$ cat config.mk
export PLATFORM = sky130hd
export DESIGN_NAME = cache_refill_axi
export DESIGN_NICKNAME = d
export VERILOG_FILES = /design/src/rtl/cache_refill_axi_pkg.sv /design/src/rtl/cache_refill_axi_line_shift_buf.sv /design/src/rtl/cache_refill_axi.sv
export SDC_FILE = /design/constraint.sdc
export NUM_CORES = 2
export LEC_CHECK = 0
export BUFFER_PORTS_ARGS = -buffer_cell sky130_fd_sc_hd__clkbuf_2
export CELL_PAD_IN_SITES_DETAIL_PLACEMENT = 0
export CELL_PAD_IN_SITES_GLOBAL_PLACEMENT = 1
export CORE_AREA = 2 2 487 489
export DETAILED_ROUTE_END_ITERATION = 8
export DIE_AREA = 0 0 489 491
export MAX_ROUTING_LAYER = met4
export PLACE_DENSITY_LB_ADDON = 0.1
export SYNTH_ARGS = -nofsm -noshare
export SYNTH_HDL_FRONTEND = slang
export SYNTH_SLANG_ARGS = --single-unit
$ cat constraint.sdc
create_clock -name clk -period 3.5 [get_ports clk]
set_input_delay 0.35 -clock clk [delete_from_list [all_inputs] [get_ports clk]]
set_output_delay 0.35 -clock clk [all_outputs]
set_load 0.01 [all_outputs]
$ cat src/rtl/cache_refill_axi_pkg.sv
// cache_refill_axi_pkg: shared line geometry, AXI burst constants and FSM states
package cache_refill_axi_pkg;
  localparam int CACHELINE_WIDTH = 512;
  localparam int WORD_WIDTH = 32;
  localparam int BEATS = CACHELINE_WIDTH / WORD_WIDTH;
  localparam int CNT_W = $clog2(BEATS);
  localparam int OFFSET_W = $clog2(CACHELINE_WIDTH / 8);
  localparam int TAG_W = 32 - OFFSET_W;
  localparam int ID_W = 4;
  localparam logic [1:0] AXI_BURST_INCR = 2'b01;
  localparam logic [7:0] AXI_LEN = 8'(BEATS - 1);
  localparam logic [2:0] AXI_SIZE = 3'($clog2(WORD_WIDTH / 8));
  localparam logic [ID_W-1:0] AXI_ID = '0;
  typedef enum logic [2:0] {IDLE, WB_CAP, WB_AW, WB_W, WB_B, RD_AR, RD_R, DONE} state_e;
  function automatic logic [31:0] line_addr(input logic [TAG_W-1:0] tag);
    return {tag, {OFFSET_W{1'b0}}};
  endfunction
endpackage

$ cat src/rtl/cache_refill_axi_line_shift_buf.sv
// line_shift_buf: cache-line buffer with a whole-line load and an indexed 32-bit word port
module line_shift_buf
  import cache_refill_axi_pkg::*;
(
  input  logic                       clk,
  input  logic                       rst,
  input  logic                       load_i,
  input  logic [CACHELINE_WIDTH-1:0] line_i,
  input  logic                       wr_i,
  input  logic [CNT_W-1:0]           idx_i,
  input  logic [WORD_WIDTH-1:0]      din_i,
  output logic [CACHELINE_WIDTH-1:0] line_o,
  output logic [WORD_WIDTH-1:0]      dout_o
);
  logic [CACHELINE_WIDTH-1:0] line_q;
  always_ff @(posedge clk) begin
    if (rst) line_q <= '0;
    else if (load_i) line_q <= line_i;
    else if (wr_i) line_q[idx_i*WORD_WIDTH +: WORD_WIDTH] <= din_i;
  end
  assign line_o = line_q;
  assign dout_o = line_q[idx_i*WORD_WIDTH +: WORD_WIDTH];
endmodule

$ cat src/rtl/cache_refill_axi.sv
// cache_refill_axi: miss handler that writes back a dirty victim and refills a line over AXI4
module cache_refill_axi
  import cache_refill_axi_pkg::*;
(
  input  logic                       clk,
  input  logic                       rst,
  input  logic                       req_valid,
  input  logic                       req_wb,
  input  logic [31:0]                req_addr,
  input  logic [31:0]                wb_addr,
  input  logic [CACHELINE_WIDTH-1:0] cacheline_old,
  output logic                       refresh,
  output logic [CACHELINE_WIDTH-1:0] cacheline_new,
  output logic                       busy,
  output logic [31:0]                araddr,
  output logic                       arvalid,
  input  logic                       arready,
  output logic [ID_W-1:0]            arid,
  output logic [7:0]                 arlen,
  output logic [2:0]                 arsize,
  output logic [1:0]                 arburst,
  input  logic [WORD_WIDTH-1:0]      rdata,
  input  logic                       rvalid,
  input  logic                       rlast,
  output logic                       rready,
  output logic [31:0]                awaddr,
  output logic                       awvalid,
  input  logic                       awready,
  output logic [ID_W-1:0]            awid,
  output logic [7:0]                 awlen,
  output logic [2:0]                 awsize,
  output logic [1:0]                 awburst,
  output logic [WORD_WIDTH-1:0]      wdata,
  output logic                       wvalid,
  output logic                       wlast,
  input  logic                       wready,
  input  logic                       bvalid,
  output logic                       bready
);
  state_e state_q, state_d;
  logic [CNT_W-1:0] cnt_q, cnt_d;
  logic [TAG_W-1:0] req_tag_q, req_tag_d, wb_tag_q, wb_tag_d;
  logic last_beat;
  logic [CACHELINE_WIDTH-1:0] wbuf_line_unused;
  logic [WORD_WIDTH-1:0] rbuf_word_unused;
  logic addr_unused;
  // line offsets are dropped, and completion is counted rather than taken from rlast
  assign addr_unused = ^{req_addr[OFFSET_W-1:0], wb_addr[OFFSET_W-1:0], rlast};
  assign last_beat = cnt_q == CNT_W'(BEATS - 1);
  always_ff @(posedge clk) begin
    if (rst) begin
      state_q <= IDLE;
      cnt_q <= '0;
      req_tag_q <= '0;
      wb_tag_q <= '0;
    end else begin
      state_q <= state_d;
      cnt_q <= cnt_d;
      req_tag_q <= req_tag_d;
      wb_tag_q <= wb_tag_d;
    end
  end
  always_comb begin
    state_d = state_q;
    cnt_d = cnt_q;
    req_tag_d = req_tag_q;
    wb_tag_d = wb_tag_q;
    unique case (state_q)
      IDLE: if (req_valid) begin
        req_tag_d = req_addr[31:OFFSET_W];
        wb_tag_d = wb_addr[31:OFFSET_W];
        state_d = req_wb ? WB_CAP : RD_AR;
      end
      WB_CAP: state_d = WB_AW;
      WB_AW: state_d = awready ? WB_W : WB_AW;
      WB_W: if (wready) begin
        cnt_d = cnt_q + 1'b1;
        state_d = last_beat ? WB_B : WB_W;
      end
      WB_B: state_d = bvalid ? RD_AR : WB_B;
      RD_AR: state_d = arready ? RD_R : RD_AR;
      RD_R: if (rvalid) begin
        cnt_d = cnt_q + 1'b1;
        state_d = last_beat ? DONE : RD_R;
      end
      DONE: state_d = IDLE;
      default: state_d = IDLE;
    endcase
  end
  assign busy = state_q != IDLE;
  assign refresh = state_q == DONE;
  assign awvalid = state_q == WB_AW;
  assign wvalid = state_q == WB_W;
  assign wlast = wvalid && last_beat;
  assign bready = state_q == WB_B;
  assign arvalid = state_q == RD_AR;
  assign rready = state_q == RD_R;
  assign awaddr = line_addr(wb_tag_q);
  assign araddr = line_addr(req_tag_q);
  assign {arid, awid} = {AXI_ID, AXI_ID};
  assign {arlen, awlen} = {AXI_LEN, AXI_LEN};
  assign {arsize, awsize} = {AXI_SIZE, AXI_SIZE};
  assign {arburst, awburst} = {AXI_BURST_INCR, AXI_BURST_INCR};
  line_shift_buf u_wbuf (
    .clk(clk), .rst(rst),
    .load_i(state_q == WB_CAP), .line_i(cacheline_old),
    .wr_i(1'b0), .idx_i(cnt_q), .din_i('0),
    .line_o(wbuf_line_unused), .dout_o(wdata)
  );
  line_shift_buf u_rbuf (
    .clk(clk), .rst(rst),
    .load_i(1'b0), .line_i('0),
    .wr_i(rready && rvalid), .idx_i(cnt_q), .din_i(rdata),
    .line_o(cacheline_new), .dout_o(rbuf_word_unused)
  );
endmodule

# == Yosys cells after proc, flatten, opt, wreduce, memory -nomap -nowiden ==
# Index checks and enable logic that the tools add are counted.
# word_totals
latchBits,0
ramBits,0
input_bits,618
mem_count,0
out_inout_bits,650
rom_bits,0
wordCells,44
ff_bits,1083
# classes
add_sub_neg,2
n_mul,0
reduce_logical,8
n_lt_le_gt_ge,0
n_eq_ne,11
n_bitwise,0
muxes,14
shift,3
div_mod_pow,0
# ops
op,count
512-bit bitwise mux,1
"32-bit by 34-bit variable shift with 512-bit output, first input constant",1
32-bit by 34-bit indexed part select with 512-bit output,1
512-bit by 10-bit indexed part select with 32-bit output,1
9-bit negator with 34-bit output,1
3-bit one-hot mux with 8 select lines,1
3-bit 2-to-1 mux,5
"3-bit equality test, second input constant",4
4-bit 2-to-1 mux,2
4-bit one-hot mux with 2 select lines,1
"3-bit by 2-bit equality test with 1-bit output, second input constant",2
3-bit AND reduction,2
"4-bit by 1-bit adder with 4-bit output, second input constant",1
"4-bit equality test, second input constant",1
"2-bit inequality test, second input constant",2
"3-bit by 1-bit equality test with 1-bit output, second input constant",1
3-bit zero test,1
1-bit 2-to-1 mux,3
3-bit nonzero test,1
1-bit logical AND,2
2-bit 2-to-1 mux,1
"2-bit by 1-bit inequality test with 1-bit output, second input constant",1
2-bit AND reduction,1
2-bit nonzero test,1

# == Logic depth before layout (Yosys ltp) ==
# depth
ltp_word,4
depth_mapped,14

# == By module ==
# A second synthesis with hierarchy kept.
# hier_totals
hier_cells,5651
area_unflattened_um2,52955.8
# modules_own_cells
module,instances,cells_per_inst,area_each_um2,seq_area_each_um2
line_shift_buf at u_wbuf,1,2623,24931.4,10249.8
line_shift_buf at u_rbuf,1,2684,24892.6,10249.8
cache_refill_axi,1,344,3131.8,1181.1

# == Worst setup path after synthesis ==
# No wires, ideal clock.
# synth_path
path_type,reg2reg
from,reg cnt_q[0]
to,reg u_rbuf.line_q[204] (netlist: u_rbuf.line_o[204])
n_path_buf,6
setup_ps,72
period_less_slack_ps,3010
path_slack_ps,490
arrival_ps,2938
stages_incl_launch_ff,13
path_cell_list,dfxtp_1 buf_2 buf_4 buf_4 buf_2 buf_2 inv_1 ha_1 or3b_2 nor4b_2 clkbuf_1 nand2_1 mux2i_1
# synth_between
elab_chain_cells,3
elab_cells_between_ends,4
classes_between,add/sub (1); shift (2); mux (1)
# synth_lines
element,line_no,text
start: declaration,cache_refill_axi.sv:41,"logic [CNT_W-1:0] cnt_q, cnt_d;"
start signal: assignment,cache_refill_axi.sv:58,cnt_q <= cnt_d;
9-bit negator with 34-bit output (*),cache_refill_axi_line_shift_buf.sv:19,else if (wr_i) line_q[idx_i*WORD_WIDTH +: WORD_WIDTH] <= din_i;
32-bit by 34-bit indexed part select with 512-bit output or 32-bit by 34-bit variable shift with 512-bit output (tied branches),cache_refill_axi_line_shift_buf.sv:19,
512-bit bitwise mux (*),cache_refill_axi_line_shift_buf.sv:19,
end signal: assignment,cache_refill_axi_line_shift_buf.sv:18,else if (load_i) line_q <= line_i;
end signal: indexed assignment,cache_refill_axi_line_shift_buf.sv:19,
end: declaration,cache_refill_axi_line_shift_buf.sv:15,logic [CACHELINE_WIDTH-1:0] line_q;
# Every way passes the cells marked *; elsewhere a longest branch is shown, timed or not.
# A chain may end at the register's enable or synchronous reset.

# == Final worst setup path ==
# layout_path
from,reg cnt_q[1]
to,out wdata[3]
# layout_between
elab_chain_cells,1
# layout_lines
element,line_no,text
512-bit by 10-bit indexed part select with 32-bit output,cache_refill_axi_line_shift_buf.sv:22,assign dout_o = line_q[idx_i*WORD_WIDTH +: WORD_WIDTH];
end: declaration,cache_refill_axi.sv:33,"output logic [WORD_WIDTH-1:0] wdata,"
# No other way between the ends.

==> impl_metrics.prom <==
# TYPE chip_impl_metric gauge
chip_impl_info{name="outcome",value="completed"} 1
chip_impl_metric{name="layout.nets",unit=""} 7360
chip_impl_metric{name="tightest_slew",unit="ns"} 0.855
chip_impl_info{name="grt_setup_unrepaired",value="false"} 1
chip_impl_metric{name="die-height",unit="um"} 491
chip_impl_metric{name="drt_iter0_drc",unit=""} 2449
chip_impl_info{name="post-synth-top-area-cell",value="sky130_fd_sc_hd__dfxtp_1"} 1
chip_impl_metric{name="first_pass_iters",unit=""} 5
chip_impl_metric{name="via_count",unit=""} 43000
chip_impl_metric{name="layout_cell_share_with_drive_strength_beyond_1",unit="%"} 25.6
chip_impl_info{name="crit-reg2reg-capture",value="u_rbuf.line_o[234]"} 1
chip_impl_metric{name="maximum_vdd_drop",unit="mV"} 0.445
chip_impl_info{name="endpoint_kind",value="primary output"} 1
chip_impl_info{name="startpoint_type",value="flop"} 1
chip_impl_metric{name="worst_setup_hold_path_clk_slew",unit="ns"} 0.06
chip_impl_info{name="slowest_stage",value="sky130_fd_sc_hd__dfxtp_4"} 1
chip_impl_info{name="hp-class",value="in -> reg"} 1
chip_impl_metric{name="drc",unit=""} 0
chip_impl_info{name="worst_hold_path.endpoint",value="u_wbuf.line_o[266]"} 1
chip_impl_metric{name="cts_buffers",unit=""} 143
chip_impl_metric{name="final_max_slew_viol_count",unit=""} 0
chip_impl_metric{name="power.leakage",unit="nW"} 26.0
chip_impl_metric{name="fmax",unit="MHz"} 295
chip_impl_info{name="regToRegStartpoint",value="cnt_q[3]"} 1
chip_impl_metric{name="overflow",unit=""} 0
chip_impl_metric{name="r2r_setup_slack",unit="ns"} 0.64
chip_impl_metric{name="die-area",unit="um^2"} 240000
chip_impl_metric{name="headroom_to_the_max_slew_limit",unit="%"} 43.0
chip_impl_metric{name="cts.htree.levels",unit=""} 4
chip_impl_metric{name="core.rowCount",unit=""} 178
chip_impl_metric{name="grt_util_all_layers",unit="%"} 21.2
chip_impl_metric{name="final_estimated_routing_congestion_in_global_placement",unit=""} 0.809
chip_impl_metric{name="fillCellCount",unit=""} 25800
chip_impl_metric{name="flow.area_growth_from_synthesis",unit="%"} 47.0
chip_impl_metric{name="number_of_synthesized_register_bits",unit=""} 1083
chip_impl_metric{name="cts-root-to-sink-buffers",unit=""} 3
chip_impl_metric{name="final_period_minus_worst_setup_slack",unit="ns"} 3.39
chip_impl_metric{name="timing.critical_path.required",unit="ns"} 3.15
chip_impl_metric{name="async_flop_share",unit="%"} 0
chip_impl_metric{name="finalCoreUtilization",unit="%"} 27.4
chip_impl_metric{name="power_density",unit="nW/um^2"} 587
chip_impl_info{name="worstHoldStart",value="cacheline_old[266]"} 1
chip_impl_metric{name="syn_avg_cell_area",unit="um^2"} 8.57
chip_impl_metric{name="clkLatencyLatePin",unit="ns"} 0.79
chip_impl_metric{name="ff2ff_path_depth",unit=""} 7
chip_impl_metric{name="timing.critical_path.fanout_max",unit=""} 40
chip_impl_metric{name="hold_crit_depth",unit=""} 3
chip_impl_metric{name="wl",unit="mm"} 257
chip_impl_metric{name="io_buffer_count",unit=""} 1208
chip_impl_metric{name="starting_utilization_of_the_core_area",unit="%"} 18.6
chip_impl_info{name="yosys.cell_count.top_type",value="sky130_fd_sc_hd__nand2_1"} 1
chip_impl_metric{name="number_of_ports_placed_on_the_die_boundary",unit=""} 1268
chip_impl_metric{name="antenna_found_initial",unit=""} 34
chip_impl_metric{name="die_w",unit="um"} 489
chip_impl_metric{name="number_of_global_route_vias_before_repair",unit=""} 42900
chip_impl_metric{name="final.setup_skew",unit="ns"} 0.0359
chip_impl_metric{name="post_synth_design_cell_area",unit="um^2"} 43700
chip_impl_metric{name="finalHoldWorstSlack",unit="ns"} 0.0570
chip_impl_metric{name="grt_max_degree",unit=""} 147
chip_impl_metric{name="synthDistinctLibCells",unit=""} 48
chip_impl_info{name="clock_tree.root_cell",value="sky130_fd_sc_hd__clkbuf_16"} 1
chip_impl_metric{name="count_of_flip_flops_with_a_built_in_enable_after_synthesis",unit=""} 0
chip_impl_metric{name="grt_pass1_wl",unit="mm"} 351
chip_impl_info{name="worst-setup-path-type",value="reg -> out"} 1
chip_impl_metric{name="min_period_over_period",unit="%"} 96.9
chip_impl_metric{name="timing.final.setup_violations",unit=""} 0
chip_impl_metric{name="cts_sinks",unit=""} 1083
chip_impl_info{name="worstPathCellList",value="buf_16, mux4_2, a22o_2, a221o_1, clkbuf_2"} 1
chip_impl_metric{name="total_negative_setup_slack",unit="ns"} 0
chip_impl_info{name="ys_dominant_reg_cell",value="sky130_fd_sc_hd__dfxtp_1"} 1
chip_impl_metric{name="routedWlPerCell",unit="um"} 25.6
chip_impl_metric{name="place.detailed.hpwl",unit="mm"} 189
chip_impl_info{name="ys_top_cells_by_area",value="sky130_fd_sc_hd__dfxtp_1 (50%), sky130_fd_sc_hd__nand2_1 (14%), sky130_fd_sc_hd__a21oi_1 (9.8%)"} 1
chip_impl_metric{name="ant_nets",unit=""} 0
chip_impl_info{name="tritoncts",value="yes"} 1
chip_impl_metric{name="core_region_area",unit="um^2"} 235000
chip_impl_metric{name="arrival",unit="ns"} 3.04
chip_impl_metric{name="critPathMaxStageDelay",unit="ns"} 0.52
chip_impl_info{name="synth_commonest_cells",value="sky130_fd_sc_hd__nand2_1 (1643), sky130_fd_sc_hd__dfxtp_1 (1083), sky130_fd_sc_hd__a21oi_1 (858)"} 1
chip_impl_metric{name="drv.max_cap_violation_count",unit=""} 0
chip_impl_metric{name="final_hold_fails",unit=""} 0
chip_impl_metric{name="synthDominantCellAreaShare",unit="%"} 49.6
chip_impl_metric{name="total_power",unit="mW"} 37.7
chip_impl_metric{name="synth-seq-area-share",unit="%"} 49.6
chip_impl_metric{name="synth_instances",unit=""} 5102
chip_impl_metric{name="yosys_warnings",unit=""} 0
chip_impl_metric{name="post_drt_via_cell_ratio",unit=""} 4.29
-- power by group --
group / switching [mW] / leakage (nW) / total, mW / internal (mW)
sequential: 0.704 / 8.78 / 14.4 / 13.7
clock: 6.26 / 2.30 / 15.0 / 8.74
combinational: 5.34 / 14.9 / 8.33 / 2.99
total: 12.3 / 26.0 / 37.7 / 25.4
-- cells in the final DEF, fill, tap and decap left out, types with 36 or more instances in the layout --
master,n
sky130_fd_sc_hd__nand2_1,1641
sky130_fd_sc_hd__clkbuf_2,1207
sky130_fd_sc_hd__dfxtp_1,1081
sky130_fd_sc_hd__a21oi_1,858
sky130_fd_sc_hd__dlygate4sd3_1,573
sky130_fd_sc_hd__nand2b_1,260
sky130_fd_sc_hd__mux2i_1,224
sky130_fd_sc_hd__clkbuf_16,144
sky130_fd_sc_hd__nand3_1,138
sky130_fd_sc_hd__mux4_2,128
sky130_fd_sc_hd__buf_4,88
sky130_fd_sc_hd__clkbuf_1,47
sky130_fd_sc_hd__conb_1,46
sky130_fd_sc_hd__buf_12,45
sky130_fd_sc_hd__nor2_1,42
sky130_fd_sc_hd__and3_1,36
sky130_fd_sc_hd__o21ai_0,36
-- critical path: cells and delay by family (launching register included) --
family / cells / cell delay, ns
flops: 1 / 0.52
buf+inv: 2 / 0.50
compound gates: 2 / 0.68
mux: 1 / 0.46
-- kinds of logic (layout without fill, tap and decap cells) --
group / after synthesis / count (layout) / synth area share, %
and+or+nand+nor: 2205 / 2206 / 21.7
DFF: 1083 / 1083 / 49.6
AOI/OAI and AO/OA: 972 / 972 / 12.0
buffers and inverters: 481 / 2187 / 4.75
muxes: 352 / 352 / 11.7
xor gates and xnor gates: 4 / 4 / 0.0973
adders and majority gates: 3 / 3 / 0.0858
other: 2 / 66 / 0.0172
-- flip-flops by register name (all words and copies together), names as in the netlist --
signal         count
cnt_q              4
u_rbuf.line_o    512
wb_tag_q          26
state_q            3
req_tag_q         26
u_wbuf.line_o    512
-- layout make-up --
| cell class | instances | area (um^2) | share of cell area (%) |
|---|---|---|---|
| diodes | 20 | 50.0 | 0.0779 |
| clock buffers | 217 | 4140 | 6.44 |
| clock inverters | 42 | 556 | 0.864 |
| inverters | 5 | 18.8 | 0.0292 |
| multi-input cells | 3583 | 20400 | 31.7 |
| flip-flops and latches | 1083 | 21700 | 33.7 |
| well taps | 3150 | 3940 | 6.13 |
| repair buffers | 1923 | 13500 | 21.0 |
-- worst max path at each step --
| stage | end | start | cells past startpoint | slack, ns |
|---|---|---|---|---|
| final | wdata[3] | cnt_q[1] | 5 | 0.11 |
| after global routing | wdata[13] | cnt_q[2] | 6 | 0.001 |
| after CTS | wdata[25] | cnt_q[0] | 7 | -0.05 |
| after detailed placement | wdata[9] | cnt_q[0] | 5 | 0.49 |
| after global placement | wdata[9] | cnt_q[0] | 5 | 0.49 |
| after floorplan | u_rbuf.line_o[204] | cnt_q[0] | 12 | 0.49 |
-- per-layer routing --
metal / GRT usage (%) / vias up / part of all wire [%]
met5: - / - / 0
met4: 5.84 / 0 / 2.7
met3: 3.68 / 262 / 5.3
met2: 35.2 / 1287 / 49
met1: 26.4 / 21100 / 43
li1: - / 20400 / -
-- metrics by stage --
stage	area, um^2	setup slack (ns)	cells
2_1_floorplan	43900	0.490	5146
3_3_place_gp	53500	0.492	9155
3_5_place_dp	53500	0.486	9155
4_1_cts	64200	-0.0520	10000
5_1_grt	64300	0.00109	10000
6_report	64300	0.109	10000
-- timing repair --
action                                 4_1_cts  5_1_grt
hold buffers                               573        0
cloned                                       2        0
setup endpoints to repair                   33        1
resized for setup                           31        2
pin swaps                                    1        0
setup buffers                               14        0
endpoints found under the hold margin      576        0
Note: power is estimated with default switching activity, not from simulation.
